--- src/rtl/pf_ddr4_phy_pkg.sv ---
// Shared definitions for the DDR4 PHY receive-lane training logic:
// aligner state encoding, word width and the default training word.
package pf_ddr4_phy_pkg;

    localparam int WORD_W = 8;
    localparam logic [WORD_W-1:0] DEFAULT_PATTERN = 8'hB4;

    typedef enum logic [3:0] {
        ST_IDLE,
        ST_LOAD,
        ST_SETTLE,
        ST_CHECK,
        ST_SLIP,
        ST_SWEEP,
        ST_CENTER,
        ST_DONE,
        ST_FAIL
    } align_state_e;

    function automatic logic [7:0] center_tap(input logic [7:0] high);
        return high >> 1;
    endfunction

    // SLIP_COUNT is only 3 bits wide, so larger counts read back as 7.
    function automatic logic [2:0] sat_count(input int n);
        return (n > 7) ? 3'd7 : 3'(n);
    endfunction

endpackage

--- src/rtl/pf_ddr4_rx_lane_align_if.sv ---
// Lane-side signal bundle between the receive IOD/fabric and the aligner.
interface pf_ddr4_rx_lane_align_if;
    import pf_ddr4_phy_pkg::*;

    logic              START;
    logic [WORD_W-1:0] RX_DATA;
    logic              DELAY_LINE_OUT_OF_RANGE;
    logic              RX_BIT_SLIP;
    logic              DELAY_LINE_MOVE;
    logic              DELAY_LINE_DIRECTION;
    logic              DELAY_LINE_LOAD;
    logic              BUSY;
    logic              DONE;
    logic              ERROR;
    logic [7:0]        TAP_CENTER;
    logic [2:0]        SLIP_COUNT;

    modport master (
        output START, RX_DATA, DELAY_LINE_OUT_OF_RANGE,
        input  RX_BIT_SLIP, DELAY_LINE_MOVE, DELAY_LINE_DIRECTION, DELAY_LINE_LOAD,
        input  BUSY, DONE, ERROR, TAP_CENTER, SLIP_COUNT
    );

    modport slave (
        input  START, RX_DATA, DELAY_LINE_OUT_OF_RANGE,
        output RX_BIT_SLIP, DELAY_LINE_MOVE, DELAY_LINE_DIRECTION, DELAY_LINE_LOAD,
        output BUSY, DONE, ERROR, TAP_CENTER, SLIP_COUNT
    );

endinterface

--- src/rtl/pf_ddr4_rx_pattern_chk.sv ---
// Compares successive lane words against the training pattern; reports a
// verdict on the first mismatch or after MATCH_WORDS consecutive matches.
module pf_ddr4_rx_pattern_chk
    import pf_ddr4_phy_pkg::*;
#(
    parameter logic [WORD_W-1:0] PATTERN     = DEFAULT_PATTERN,
    parameter int                MATCH_WORDS = 4
) (
    input  logic              clk,
    input  logic              rst_n,
    input  logic              en,
    input  logic [WORD_W-1:0] data,
    output logic              done,
    output logic              pass
);

    localparam int CW = $clog2(MATCH_WORDS + 1);

    logic [CW-1:0] cnt;
    logic          hit;

    assign hit  = (data == PATTERN);
    assign pass = hit;
    assign done = en && (!hit || (cnt == CW'(MATCH_WORDS - 1)));

    // Counter restarts whenever a check is not in progress or has concluded.
    always_ff @(posedge clk or negedge rst_n) begin
        if (!rst_n) begin
            cnt <= '0;
        end else if (!en || done) begin
            cnt <= '0;
        end else begin
            cnt <= cnt + 1'b1;
        end
    end

endmodule

--- src/rtl/pf_ddr4_rx_lane_align.sv ---
// Receive-lane training: bit-slip until the pattern appears, sweep the delay
// line to find the top of the eye, then step back to the eye center.
module pf_ddr4_rx_lane_align
    import pf_ddr4_phy_pkg::*;
#(
    parameter logic [WORD_W-1:0] PATTERN       = DEFAULT_PATTERN,
    parameter int                MATCH_WORDS   = 4,
    parameter int                SETTLE_CYCLES = 8,
    parameter int                MAX_SLIPS     = 8,
    parameter int                MAX_TAPS      = 128
) (
    input  logic                    FAB_CLK,
    input  logic                    ARST_N,
    pf_ddr4_rx_lane_align_if.slave  lane
);

    localparam int         SCW      = $clog2(SETTLE_CYCLES + 1);
    localparam int         SLW      = $clog2(MAX_SLIPS + 1);
    localparam logic [7:0] LAST_TAP = 8'(MAX_TAPS - 1);

    align_state_e   state;
    logic [SCW-1:0] settle_cnt;
    logic [SLW-1:0] slips;
    logic [7:0]     tap;
    logic [7:0]     high;
    logic [7:0]     center;
    logic [7:0]     moves_left;
    logic           aligned;
    logic           spacing;
    logic           check_en;
    logic           chk_done;
    logic           chk_pass;
    logic           sweep_end;
    logic [7:0]     hi_next;

    assign check_en  = (state == ST_CHECK);
    assign sweep_end = (tap == LAST_TAP) || lane.DELAY_LINE_OUT_OF_RANGE;
    assign hi_next   = chk_pass ? tap : high;

    pf_ddr4_rx_pattern_chk #(
        .PATTERN     (PATTERN),
        .MATCH_WORDS (MATCH_WORDS)
    ) u_chk (
        .clk   (FAB_CLK),
        .rst_n (ARST_N),
        .en    (check_en),
        .data  (lane.RX_DATA),
        .done  (chk_done),
        .pass  (chk_pass)
    );

    always_ff @(posedge FAB_CLK or negedge ARST_N) begin
        if (!ARST_N) begin
            state                     <= ST_IDLE;
            settle_cnt                <= '0;
            slips                     <= '0;
            tap                       <= '0;
            high                      <= '0;
            center                    <= '0;
            moves_left                <= '0;
            aligned                   <= 1'b0;
            spacing                   <= 1'b0;
            lane.RX_BIT_SLIP          <= 1'b0;
            lane.DELAY_LINE_MOVE      <= 1'b0;
            lane.DELAY_LINE_DIRECTION <= 1'b0;
            lane.DELAY_LINE_LOAD      <= 1'b0;
            lane.BUSY                 <= 1'b0;
            lane.DONE                 <= 1'b0;
            lane.ERROR                <= 1'b0;
            lane.TAP_CENTER           <= '0;
            lane.SLIP_COUNT           <= '0;
        end else begin
            lane.RX_BIT_SLIP     <= 1'b0;
            lane.DELAY_LINE_MOVE <= 1'b0;
            lane.DELAY_LINE_LOAD <= 1'b0;
            case (state)
                ST_IDLE, ST_DONE, ST_FAIL: begin
                    if (lane.START) begin
                        state                <= ST_LOAD;
                        lane.DELAY_LINE_LOAD <= 1'b1;
                        lane.BUSY            <= 1'b1;
                        lane.DONE            <= 1'b0;
                        lane.ERROR           <= 1'b0;
                        lane.TAP_CENTER      <= '0;
                        lane.SLIP_COUNT      <= '0;
                    end
                end
                ST_LOAD: begin
                    tap     <= '0;
                    slips   <= '0;
                    high    <= '0;
                    aligned <= 1'b0;
                    state   <= ST_SETTLE;
                end
                ST_SETTLE: begin
                    if (settle_cnt == SCW'(SETTLE_CYCLES - 1)) begin
                        settle_cnt <= '0;
                        state      <= ST_CHECK;
                    end else begin
                        settle_cnt <= settle_cnt + 1'b1;
                    end
                end
                ST_CHECK: begin
                    if (chk_done) begin
                        if (chk_pass) begin
                            aligned <= 1'b1;
                            high    <= tap;
                        end
                        if (chk_pass && !sweep_end) begin
                            state                     <= ST_SWEEP;
                            lane.DELAY_LINE_DIRECTION <= 1'b1;
                        end else if (chk_pass || aligned) begin
                            // The window top is the last passing tap; walk back half of it.
                            state                     <= ST_CENTER;
                            lane.DELAY_LINE_DIRECTION <= 1'b0;
                            center                    <= center_tap(hi_next);
                            moves_left                <= hi_next - center_tap(hi_next);
                            spacing                   <= 1'b0;
                        end else if (slips == SLW'(MAX_SLIPS)) begin
                            state      <= ST_FAIL;
                            lane.BUSY  <= 1'b0;
                            lane.ERROR <= 1'b1;
                        end else begin
                            state            <= ST_SLIP;
                            lane.RX_BIT_SLIP <= 1'b1;
                            slips            <= slips + 1'b1;
                            lane.SLIP_COUNT  <= sat_count(int'(slips) + 1);
                        end
                    end
                end
                ST_SLIP: begin
                    state <= ST_SETTLE;
                end
                ST_SWEEP: begin
                    lane.DELAY_LINE_MOVE <= 1'b1;
                    tap                  <= tap + 8'd1;
                    state                <= ST_SETTLE;
                end
                ST_CENTER: begin
                    if (moves_left == 8'd0) begin
                        state           <= ST_DONE;
                        lane.BUSY       <= 1'b0;
                        lane.DONE       <= 1'b1;
                        lane.TAP_CENTER <= center;
                    end else if (!spacing) begin
                        lane.DELAY_LINE_MOVE <= 1'b1;
                        moves_left           <= moves_left - 8'd1;
                        spacing              <= 1'b1;
                    end else begin
                        spacing <= 1'b0;
                    end
                end
                default: state <= ST_IDLE;
            endcase
        end
    end

endmodule

--- src/flat_wrapper.sv ---
// flat-port wrapper written by rule: the top's interface ports become plain ports
module pf_ddr4_rx_lane_align_flat import pf_ddr4_phy_pkg::*;
#(
    parameter logic [WORD_W-1:0] PATTERN       = DEFAULT_PATTERN,
    parameter int                MATCH_WORDS   = 4,
    parameter int                SETTLE_CYCLES = 8,
    parameter int                MAX_SLIPS     = 8,
    parameter int                MAX_TAPS      = 128
)
  (FAB_CLK, ARST_N, lane_START, lane_RX_DATA, lane_DELAY_LINE_OUT_OF_RANGE, lane_RX_BIT_SLIP, lane_DELAY_LINE_MOVE, lane_DELAY_LINE_DIRECTION, lane_DELAY_LINE_LOAD, lane_BUSY, lane_DONE, lane_ERROR, lane_TAP_CENTER, lane_SLIP_COUNT);
  pf_ddr4_rx_lane_align_if lane_i ();
  input  logic FAB_CLK;
  input  logic ARST_N;
  input wire logic [$bits(lane_i.START)-1:0] lane_START;
  input wire logic [$bits(lane_i.RX_DATA)-1:0] lane_RX_DATA;
  input wire logic [$bits(lane_i.DELAY_LINE_OUT_OF_RANGE)-1:0] lane_DELAY_LINE_OUT_OF_RANGE;
  output wire logic [$bits(lane_i.RX_BIT_SLIP)-1:0] lane_RX_BIT_SLIP;
  output wire logic [$bits(lane_i.DELAY_LINE_MOVE)-1:0] lane_DELAY_LINE_MOVE;
  output wire logic [$bits(lane_i.DELAY_LINE_DIRECTION)-1:0] lane_DELAY_LINE_DIRECTION;
  output wire logic [$bits(lane_i.DELAY_LINE_LOAD)-1:0] lane_DELAY_LINE_LOAD;
  output wire logic [$bits(lane_i.BUSY)-1:0] lane_BUSY;
  output wire logic [$bits(lane_i.DONE)-1:0] lane_DONE;
  output wire logic [$bits(lane_i.ERROR)-1:0] lane_ERROR;
  output wire logic [$bits(lane_i.TAP_CENTER)-1:0] lane_TAP_CENTER;
  output wire logic [$bits(lane_i.SLIP_COUNT)-1:0] lane_SLIP_COUNT;
  assign lane_i.START = lane_START;
  assign lane_i.RX_DATA = lane_RX_DATA;
  assign lane_i.DELAY_LINE_OUT_OF_RANGE = lane_DELAY_LINE_OUT_OF_RANGE;
  assign lane_RX_BIT_SLIP = lane_i.RX_BIT_SLIP;
  assign lane_DELAY_LINE_MOVE = lane_i.DELAY_LINE_MOVE;
  assign lane_DELAY_LINE_DIRECTION = lane_i.DELAY_LINE_DIRECTION;
  assign lane_DELAY_LINE_LOAD = lane_i.DELAY_LINE_LOAD;
  assign lane_BUSY = lane_i.BUSY;
  assign lane_DONE = lane_i.DONE;
  assign lane_ERROR = lane_i.ERROR;
  assign lane_TAP_CENTER = lane_i.TAP_CENTER;
  assign lane_SLIP_COUNT = lane_i.SLIP_COUNT;
  pf_ddr4_rx_lane_align #(.PATTERN(PATTERN), .MATCH_WORDS(MATCH_WORDS), .SETTLE_CYCLES(SETTLE_CYCLES), .MAX_SLIPS(MAX_SLIPS), .MAX_TAPS(MAX_TAPS)) u_core (.FAB_CLK(FAB_CLK), .ARST_N(ARST_N), .lane(lane_i));
endmodule
--- config.mk ---
export PLATFORM = sky130hd
export DESIGN_NAME = pf_ddr4_rx_lane_align_flat
export DESIGN_NICKNAME = d
export VERILOG_FILES = /design/src/rtl/pf_ddr4_phy_pkg.sv /design/src/rtl/pf_ddr4_rx_lane_align_if.sv /design/src/rtl/pf_ddr4_rx_pattern_chk.sv /design/src/rtl/pf_ddr4_rx_lane_align.sv /design/src/flat_wrapper.sv
export SDC_FILE = /design/constraint.sdc
export NUM_CORES = 1
export LEC_CHECK = 0
export ABC_AREA = 0
export BUFFER_PORTS_ARGS = -buffer_cell sky130_fd_sc_hd__buf_2
export CELL_PAD_IN_SITES_DETAIL_PLACEMENT = 1
export CELL_PAD_IN_SITES_GLOBAL_PLACEMENT = 2
export CORE_MARGIN = 4
export CORE_UTILIZATION = 41
export CTS_CLUSTER_DIAMETER = 100
export CTS_CLUSTER_SIZE = 40
export DETAILED_ROUTE_END_ITERATION = 16
export GPL_ROUTABILITY_DRIVEN = 0
export PLACE_DENSITY = 0.91
export SLEW_MARGIN = 30
export SYNTH_ARGS = -nofsm -noshare
export SYNTH_HDL_FRONTEND = slang
export SYNTH_SLANG_ARGS = --single-unit
--- constraint.sdc ---
create_clock -name FAB_CLK -period 3.7 [get_ports FAB_CLK]
set_clock_uncertainty 0.2 [all_clocks]
set_input_delay 0 -clock FAB_CLK [delete_from_list [all_inputs] [get_ports FAB_CLK]]
set_output_delay 0 -clock FAB_CLK [all_outputs]
set_load 0.005 [all_outputs]
**After elaboration in Yosys (flattened, before gate mapping)**

Index checks and enable logic that the tools add are counted.

- Add/sub/neg operators: 7
- Multipliers: 0
- Div/mod/pow operators: 0
- Order comparisons: 1
- Equality and inequality tests: 25
- Shift-type cells: 0
- Muxes and demuxes: 69
- Bitwise gates (word level): 1
- Reductions and logical operators: 32

Operator list:

| kind | number |
|---|---|
| 8-bit two-way mux | 9 |
| 8-bit one-hot mux with 2 select lines | 4 |
| 4-bit two-way mux | 12 |
| 32-bit by 4-bit > comparator with 1-bit output, second input constant | 1 |
| 1-bit two-way mux | 28 |
| 3-bit two-way mux | 7 |
| 4-bit by 3-bit == test with 1-bit output, second input constant | 5 |
| 4-bit one-hot mux with 5 select lines | 1 |
| 6-bit AND reduction | 3 |
| 2-bit by 1-bit != test with 1-bit output, second input constant | 6 |
| 2-bit != test, second input constant | 6 |
| 2-bit nonzero test | 6 |
| 1-bit one-hot mux with 2 select lines | 5 |
| 5-bit AND reduction | 2 |
| 3-bit AND reduction | 3 |
| 4-bit by 1-bit adder with 4-bit output, second input constant | 2 |
| 8-bit by 1-bit adder with 8-bit output, second input constant | 1 |
| 4-bit by 2-bit == test with 1-bit output, second input constant | 2 |
| 4-bit == test, second input constant | 2 |
| 8-bit by 7-bit == test with 1-bit output, second input constant | 1 |
| 8-bit == test, second input constant | 1 |
| 8-bit zero test | 1 |
| 4-bit one-hot mux with 2 select lines | 1 |
| 4-bit AND reduction | 2 |
| 17 further kinds | 24 |

- Flip-flop bits (word level): 66
- Bits in latches: 0
- Bits in writable memories: 0
- Memory bits (read-only): 0
- Output and inout bits: 18
- Logic and storage cells: 154
- Memories kept: 0

**Depth between registers and ports, before layout**

Gate-level depths: netlist (run 1).

- Depth after elaboration: 8
- Gate-level depth with buffers: 14
- Mapped depth without buffers: 12

**Hierarchy**

Synthesis (run 1) repeated with hierarchy kept, for this count alone.

- Cells, all modules: 365
- Area total of the unflattened synthesis: 3,509.6 um^2

By module, submodules not included:

| module | instances | cells each | area each (um^2) |
|---|---|---|---|
| pf_ddr4_rx_lane_align | 1 | 349 | 3,335.7 |
| pf_ddr4_rx_pattern_chk | 1 | 16 | 173.9 |

**Worst setup path after synthesis (run 1)**

No wires, ideal clock.

- Kind: input-to-reg
- From: input port lane_RX_DATA[0]
- To: register u_core.moves_left[6]
- Data arrival time: 2,018 ps
- Data required time: 3,377 ps
- Setup slack: 1,360 ps
- Stages: 14
- Cell sequence: and4bb_2 > nand2_2 > buf_6 > buf_6 > nand2_1 > nand2_1 > ha_1 > inv_1 > ha_1 > nor3_1 > o32ai_2 > a221oi_2 > xnor2_1 > o21ai_2

- Cells in the longest elaborated chain, start to end: 7
- Elaborated cells between the ends (all ways): 16

RTL lines:

| what | RTL line | source |
|---|---|---|
| from (decl) | flat_wrapper.sv:15 | `input wire logic [$bits(lane_i.RX_DATA)-1:0] lane_RX_DATA;` |
| 8-bit == test | pf_ddr4_rx_pattern_chk.sv:22 | `assign hit = (data == PATTERN);` |
| 8-bit two-way mux | pf_ddr4_rx_lane_align.sv:38 | `assign hi_next = chk_pass ? tap : high;` |
| net u_core.hi_next[1] | pf_ddr4_rx_lane_align.sv:34 | `logic [7:0] hi_next;` |
| 8-bit by 7-bit subtractor with 8-bit output | pf_ddr4_rx_lane_align.sv:117 | `moves_left <= hi_next - center_tap(hi_next);` |
| 8-bit two-way mux | pf_ddr4_rx_lane_align.sv:112 | `end else if (chk_pass \|\| aligned) begin` |
| 8-bit two-way mux | pf_ddr4_rx_lane_align.sv:109 | `if (chk_pass && !sweep_end) begin` |
| 8-bit two-way mux | pf_ddr4_rx_lane_align.sv:104 | `if (chk_done) begin` |
| 8-bit one-hot mux with 2 select lines | pf_ddr4_rx_lane_align.sv:76 | `case (state)` |
| to (signal assigned) | pf_ddr4_rx_lane_align.sv:117 |  |
| to (signal assigned) | pf_ddr4_rx_lane_align.sv:147 | `moves_left <= moves_left - 8'd1;` |
| to (decl) | pf_ddr4_rx_lane_align.sv:27 | `logic [7:0] moves_left;` |

The timed path passes the listed nets, and every way through them passes these cells. The select of a mux whose other input is x is not followed.
A chain may end at the register's enable or synchronous reset.

**Worst setup path after layout (run 1)**

- From: register u_core.tap[1]
- To: register u_core.moves_left[6]

- Cells in the longest elaborated chain, start to end: 6
- Elaborated cells between the ends (all ways): 12

RTL lines:

| what | RTL line | source |
|---|---|---|
| from (decl) | pf_ddr4_rx_lane_align.sv:24 | `logic [7:0] tap;` |
| from (signal assigned) | pf_ddr4_rx_lane_align.sv:136 | `tap <= tap + 8'd1;` |
| 8-bit two-way mux or 8-bit by 7-bit == test with 1-bit output (tied branches) | pf_ddr4_rx_lane_align.sv:38, pf_ddr4_rx_lane_align.sv:37 |  |
| 8-bit by 7-bit subtractor with 8-bit output or 1-bit logical OR (tied branches) | pf_ddr4_rx_lane_align.sv:117, pf_ddr4_rx_lane_align.sv:37 |  |
| 8-bit two-way mux or 1-bit zero test (tied branches) | pf_ddr4_rx_lane_align.sv:112, pf_ddr4_rx_lane_align.sv:109 |  |
| 8-bit two-way mux or 1-bit logical AND (tied branches) | pf_ddr4_rx_lane_align.sv:109 |  |
| 8-bit two-way mux or 2-bit != test (tied branches) | -- |  |
| 8-bit one-hot mux with 2 select lines or 6-bit AND reduction (tied branches) | -- |  |

Parallel ways exist; a longest one is shown, timed or not. The select of a mux whose other input is x is not followed.

==> summary.log, run 1 <==
qor: critical_path.crit_path_start_kind register
qor: final_layout.area.sequential 0.00163 mm²
qor: die.die_height 103 µm
qor: critical_path.crit_path_max_incr_delay 0.51 ns
qor: hold_path.hold_class in2async
qor: final_layout.n_antenna_cell 0
qor: timing.layout_min_cycle_time 2.62 ns
qor: routing.wire_per_inst 18.1 µm
qor: final_layout.final-instance-count-excl-fill 547
qor: yosys.syn_area 0.00373 mm²
qor: critical_path.worstPathBufferInverterCount 0
qor: place.detailed_place_hpwl 7280 µm
qor: run_status.outcome completed
qor: critical_path.cpMostUsedCell sky130_fd_sc_hd__o21ai_2
qor: critical_path.cp_cell_sequence ha_1 -> and3_1 -> nand4_1 -> a211oi_2 -> o21ai_2 -> a21o_1 -> a21oi_1 -> o21ai_2
qor: grt.via_count_of_the_first_global_routing_pass 3330
qor: place.dp.cells 529
qor: die.io-pin-count 30
qor: clock_tree.cts_tree yes
qor: pwr.power.share.switching 41.9%
qor: yosys.syn-num-nets 431
qor: pwr.net-switching-power 0.00144 W
qor: pwr.seq_power_share 34.9%
qor: pwr.peakVddDrop 0.322 mV
qor: clock_tree.cts_num_sinks 65
qor: timing.worst-slew-pin-transition 0.765 ns
qor: pwr.pwr_density_cell 823 mW/mm²
qor: final_layout.finish.utilization 47.6%
qor: routing.remaining_drc_errors 0
qor: timing.layout_worst_path_cycle_share 70.7%
qor: grt.grt_start_max_net_pins 34
qor: routing.drt_iter0_drc 82
qor: clock_tree.cts-root-buf sky130_fd_sc_hd__clkbuf_8
qor: critical_path.worstSetupEndpointType register
qor: timing.final-max-slew-violation-count 0
qor: yosys.async_reset_ff_share 100%
qor: critical_path.path_class reg2reg
qor: grt.grt_util_all_layers 20.1%
qor: clock_tree.cts_hold_repair.buffers 2
qor: clock_tree.clock_buffers_created_by_tritoncts 9
qor: timing.slew-limit-headroom 49.0%
qor: grt.antenna_violations_before_repair 0
qor: die.core 0.00876 mm²
qor: yosys.ys_seq_elements 65
qor: yosys.syn-instance-count 407
qor: routing.drt_wl_total 9870 µm
qor: yosys.synth_sequential_area_ratio 43.6%
qor: timing.worst_hold_slack 0.0553 ns
qor: run.cap_viol_max_count 0
qor: die.die_w 103 µm
qor: routing.vias_per_cell 5.67
qor: final_layout.area_occupied_by_multi_input_gates 0.00194 mm²
qor: die.initial_util 42.5%
qor: yosys.synth-edff-count 0
qor: final_layout.drive_gt1_share 16.9%
qor: timing.setup_total_negative_slack 0 ns
qor: critical_path.cp.arrival 2.65 ns
qor: critical_path.path_max_fanout 14
qor: pwr.power.clock.fraction 20.6%
qor: yosys.synth.avg_cell_area 9.16 µm²
qor: place.buffer_ports.inserted 28
qor: yosys.yosysWarnings 0
qor: clock_tree.clock_path_buffers 2
qor: timing.finalSetupViolCount 0
qor: die.die_area 0.0107 mm²
qor: clock_tree.cts_htree_levels 3
qor: final_layout.areaGrowthSynthToFinish 11.8%
qor: pwr.internal-power 0.00200 W
qor: critical_path.worst_path_max_delay_cell sky130_fd_sc_hd__dfrtp_1
qor: grt.grt_pass1_wl 16600 µm
qor: routing.first_pass_iters 4
qor: place.pre_cts_ws 0.871 ns
qor: final_layout.fillerInstances 1045
qor: timing.max_clock_freq 382 MHz
qor: final_layout.mostFrequentLayoutCells sky130_fd_sc_hd__dfrtp_1 (65), sky130_fd_sc_hd__nand2_1 (54), sky130_fd_sc_hd__o21ai_0 (44)
qor: pwr.cellLeakagePower 1.94 nW
qor: timing.final_hold_viol_count 0
qor: die.placement_rows 34
qor: final_layout.finish.net_count 458
qor: timing.worst_slack 1.08 ns
qor: timing.grt_setup_unrepaired no
qor: clock_tree.path_clk_slew 0.08 ns
qor: clock_tree.cts_post_setup_buffers_inserted 0
qor: yosys.synthDistinctLibCells 63
qor: routing.antenna_violating_nets_post_route 0
qor: clock_tree.post_cts_resize_count 0
qor: grt.grt_overflow_total 0
qor: critical_path.critical_path_required 3.74 ns
qor: routing.vias 3102
qor: critical_path.critPathTopFamily compound AO/OA/AOI/OAI gates
qor: yosys.synth_flop_cell sky130_fd_sc_hd__dfrtp_1
qor: clock_tree.clock_insertion_delay_worst_skew 0.36 ns
qor: pwr.power.combinational.fraction 44.5%
qor: final_layout.layout.cells.most_common sky130_fd_sc_hd__dfrtp_1
## cells by family (layout without fill, tap and decap cells)
kind of cell             after synthesis  after routing  synth area share, %
AO/OA/AOI/OAI                        106            106                 17.8
buffers and inverters                 32             64                 4.23
multiplexers                          10             10                 3.56
other                                  1              1                0.101
AND/OR/NAND/NOR                      165            165                 22.8
XOR/XNOR                              14             14                 3.29
adder cells (fa/ha/maj)               14             14                 4.57
flip-flops                            65             65                 43.6
## sequential cells by signal (all words and copies together), names as in the netlist
signal and flops:
u_core.slips 4, u_core.lane.SLIP_COUNT 3, u_core.lane.DELAY_LINE_DIRECTION 1, u_core.aligned 1, u_core.center 7, u_core.lane.RX_BIT_SLIP 1
u_core.lane.TAP_CENTER 7, u_core.spacing 1, u_core.lane.DELAY_LINE_MOVE 1, u_core.lane.BUSY 1, u_core.tap 8, u_core.state 4
u_core.lane.ERROR 1, u_core.moves_left 8, u_core.u_chk.cnt 3, u_core.lane.DELAY_LINE_LOAD 1, u_core.high 8, u_core.settle_cnt 4
u_core.lane.DONE 1
## worst paths after layout
path	startpoint	to	slack, ns	depth (start not counted)
worst max-delay path	u_core.tap[1]$_DFFE_PN0P_	u_core.moves_left[6]$_DFFE_PN0P_	1.08	8
worst min-delay path	ARST_N	u_core.lane.TAP_CENTER[6]$_DFFE_PN0P_	0.06	2
worst max register to register	u_core.tap[1]$_DFFE_PN0P_	u_core.moves_left[6]$_DFFE_PN0P_	1.08	8
worst min register to register	u_core.u_chk.cnt[0]$_DFF_PN0_	u_core.u_chk.cnt[0]$_DFF_PN0_	0.24	1
max in group asynchronous	ARST_N	u_core.high[5]$_DFFE_PN0P_	2.31	3
min in group FAB_CLK	lane_DELAY_LINE_OUT_OF_RANGE	u_core.state[0]$_DFFE_PN0P_	0.07	5
## power groups by stage
stage          clock network [W]  logic (W)  registers, W
2_1_floorplan                  0    0.00118       0.00113
3_3_place_gp                   0    0.00147       0.00120
3_5_place_dp                   0    0.00152       0.00121
4_1_cts                 0.000723    0.00154       0.00120
5_1_grt                 0.000756    0.00174       0.00124
6_report                0.000707    0.00153       0.00120
## final cells by class
class,count,area share [%]
Multi-Input combinational cell,310,46.6
Sequential cell,65,39.0
Timing Repair Buffer,32,4.20
Clock buffer,10,3.30
Tap cell,108,3.24
Clock inverter,6,2.16
Inverter,16,1.44
## stage by stage
stage          cell area, µm²  total power (W)
6_report                 4170          0.00343
3_5_place_dp             3920          0.00273
3_3_place_gp             3920          0.00267
2_1_floorplan            3730          0.00231
4_1_cts                  4170          0.00346
5_1_grt                  4170          0.00373
## layer usage
layer  part of all wire [%]  vias to the layer above  global-route usage, %
met5                      0                        -                      0
met4                    1.2                        0                   6.37
met3                    3.6                       11                   4.16
met2                     49                       50                   33.2
met1                     46                     1553                   26.3
li1                       -                     1488                      -
## synth_stat cells, drive strengths merged (3+ instances only)
cell type	count	area, µm²
mux2i	7	98.8
dfrtp	65	1630
inv	15	56.3
and4bb	3	37.5
mux2	3	33.8
o22ai	4	25.0
a31oi	5	31.3
o21ai	47	243
nand2b	4	32.5
nand2	55	209
a21oi	21	105
clkbuf	6	22.5
ha	12	150
or3	8	60.1
a22oi	7	52.6
and3	6	37.5
xnor2	7	61.3
or2	3	18.8
a22o	3	26.3
xor2	7	61.3
a21o	4	30.0
nand3	18	90.1
and2	3	18.8
nor2	37	149
nor3	14	75.1
buf	10	75.1
No activity file was read; power rests on OpenSTA's default activity.
==> inputs of run 2 (changes only) <==
CORE_UTILIZATION = 34   (was 41)
PLACE_DENSITY = 0.81   (was 0.91)
clock period = 2.4 ns   (was 3.7 ns; I/O delays follow)
==> summary.log, run 2 (synthesis results as in run 1) <==
qor: critical_path.critical_path_required 2.43 ns
qor: critical_path.r2r_worst_path_depth 8
qor: pwr.peakVddDrop 0.395 mV
qor: critical_path.critPathTopFamily compound AO/OA/AOI/OAI gates
qor: pwr.cellLeakagePower 2.23 nW
qor: hold_path.hold_class in2async
qor: critical_path.cp_cell_sequence ha_1 -> and3_1 -> nand4_1 -> a211oi_4 -> o21ai_4 -> a21o_1 -> a21oi_1 -> o21ai_2
qor: timing.grt_setup_unrepaired yes
qor: timing.final_hold_viol_count 0
qor: pwr.pwr_density_cell 1200 mW/mm²
qor: die.die_area 0.0127 mm²
qor: routing.drt_iter0_drc 142
qor: critical_path.worstSetupEndpointType register
qor: timing.worst_hold_slack 0.0848 ns
qor: routing.vias 3318
qor: pwr.internal-power 0.00331 W
qor: pwr.power.share.switching 41.7%
qor: routing.drt_wl_total 10700 µm
qor: timing.worst-slew-pin-transition 0.843 ns
qor: critical_path.setup.worst_path.start u_core.tap[1]$_DFFE_PN0P_
qor: final_layout.areaGrowthSynthToFinish 26.4%
qor: critical_path.endpoint u_core.moves_left[6]$_DFFE_PN0P_
qor: timing.max_clock_freq 438 MHz
qor: critical_path.reg2reg_to u_core.moves_left[6]$_DFFE_PN0P_
qor: clock_tree.clock_path_buffers 2
qor: place.buffer_ports.inserted 28
qor: grt.grt_overflow_total 0
qor: die.die_w 113 µm
qor: routing.antenna_violating_nets_post_route 0
qor: die.initial_util 35.5%
qor: die.core 0.0105 mm²
qor: grt.grt_pass1_wl 18000 µm
qor: timing.final-max-slew-violation-count 0
qor: die.die_height 113 µm
qor: clock_tree.clock_insertion_delay_worst_skew 0.35 ns
qor: routing.remaining_drc_errors 0
qor: pwr.power.clock.fraction 14.9%
qor: critical_path.critical_path_depth 8
qor: final_layout.layout.cells.most_common sky130_fd_sc_hd__dfrtp_1
qor: timing.slew-limit-headroom 43.6%
qor: timing.worst_slack 0.118 ns
qor: grt.antenna_violations_before_repair 0
qor: critical_path.cp.arrival 2.32 ns
qor: critical_path.path_class reg2reg
qor: critical_path.crit-reg2reg-launch u_core.tap[1]$_DFFE_PN0P_
qor: critical_path.worstPathBufferInverterCount 0
qor: place.detailed_place_hpwl 8090 µm
qor: final_layout.finish.utilization 44.8%
qor: grt.grt_start_max_net_pins 28
qor: routing.wire_per_inst 16.8 µm
qor: pwr.power.combinational.fraction 53.4%
qor: critical_path.crit_path_max_incr_delay 0.37 ns
qor: final_layout.mostFrequentLayoutCells sky130_fd_sc_hd__dfrtp_1 (65), sky130_fd_sc_hd__buf_4 (62), sky130_fd_sc_hd__nand2_1 (53)
qor: clock_tree.cts_num_sinks 65
qor: critical_path.path_max_fanout 13
qor: run.cap_viol_max_count 0
qor: grt.via_count_of_the_first_global_routing_pass 3547
qor: final_layout.biggest_regs u_core.high (8), u_core.moves_left (8), u_core.tap (8)
qor: grt.grt_util_all_layers 17.7%
qor: die.placement_rows 37
qor: clock_tree.cts-root-buf sky130_fd_sc_hd__clkbuf_8
qor: clock_tree.clock_buffers_created_by_tritoncts 9
qor: run_status.outcome completed
qor: timing.setup_total_negative_slack 0 ns
qor: critical_path.worst_path_max_delay_cell sky130_fd_sc_hd__dfrtp_1
qor: place.pre_cts_ws -0.119 ns
qor: critical_path.r2r_setup_slack 0.12 ns
qor: timing.finalSetupViolCount 0
qor: clock_tree.cts_tree yes
qor: clock_tree.path_clk_slew 0.08 ns
qor: final_layout.drive_gt1_share 28.9%
qor: die.io-pin-count 30
qor: pwr.overall_power_consumption 0.00568 W
qor: routing.first_pass_iters 4
qor: pwr.net-switching-power 0.00237 W
qor: final_layout.finish.net_count 520
qor: clock_tree.cts_htree_levels 3
qor: critical_path.crit_path_start_kind register
qor: timing.layout_worst_path_cycle_share 95.1%
qor: pwr.seq_power_share 31.7%
qor: timing.layout_min_cycle_time 2.28 ns
qor: routing.vias_per_cell 5.22
[run 2: cell types whose count changed in the layout (fill, tap and decap cells not counted), moves of 2 or more]
cell                        previous run  this run
sky130_fd_sc_hd__bufinv_16             2         0
sky130_fd_sc_hd__a31oi_1               5         3
sky130_fd_sc_hd__buf_4                 2        62
sky130_fd_sc_hd__a31oi_2               0         2
sky130_fd_sc_hd__nor3_1               13        11
[run 2: tightest hold or removal path, cell delays in order]
cell and delay (ns):
sky130_fd_sc_hd__dlygate4sd3_1 0.52, sky130_fd_sc_hd__buf_2 0.19, sky130_fd_sc_hd__buf_4 0.31
[run 2: layout make-up]
| type | count | area [µm²] |
|---|---|---|
| inverters | 16 | 60.1 |
| diodes | 1 | 2.50 |
| multi-input cells | 310 | 2040 |
| flip-flops and latches | 65 | 1630 |
| repair buffers | 94 | 647 |
| clock buffers | 11 | 151 |
| fillers | 1235 | 5800 |
| well taps | 136 | 170 |
| clock inverters | 3 | 17.5 |
[run 2: worst min path at each step]
stage                                                       end  slack (ns)  cells after the start
after CTS                 u_core.lane.TAP_CENTER[4]$_DFFE_PN0P_        0.09                      3
after global placement         u_core.moves_left[3]$_DFFE_PN0P_       -0.22                      1
final                     u_core.lane.TAP_CENTER[4]$_DFFE_PN0P_        0.08                      3
after detailed placement       u_core.moves_left[3]$_DFFE_PN0P_       -0.22                      1
after global routing      u_core.lane.TAP_CENTER[4]$_DFFE_PN0P_        0.11                      3
after floorplan                      u_core.aligned$_DFFE_PN0P_       -0.50                      0
[run 2: power groups by stage]
stage	Combinational, W	Clock [W]	Sequential (W)
floorplan	0.00182	0	0.00174
global placement	0.00275	0	0.00178
detailed placement	0.00285	0	0.00181
CTS	0.00289	0.000877	0.00179
global route	0.00342	0.000925	0.00186
finish	0.00303	0.000846	0.00180
[run 2: stage by stage]
stage | instance area (µm²) | std cells
3_3_place_gp | 4410 | 617
3_5_place_dp | 4410 | 617
5_1_grt | 4710 | 635
2_1_floorplan | 3730 | 407
6_report | 4710 | 636
4_1_cts | 4610 | 634
[run 2: timing repair]
item                                   CTS  global route
resized for setup                        1            17
setup endpoints to repair                2            14
pin swaps                                0             6
endpoints found under the hold margin   67             0
hold buffers                             3             0
buffers inserted                         0             1
[run 2: routing by layer]
metal  GRT usage, %  up-vias  part of all wire, %
met5              0        -                    0
met4           4.57        0                  1.2
met3           2.89       11                  2.9
met2           31.0       49                   49
met1           22.8     1643                   47
li1               -     1615                    -
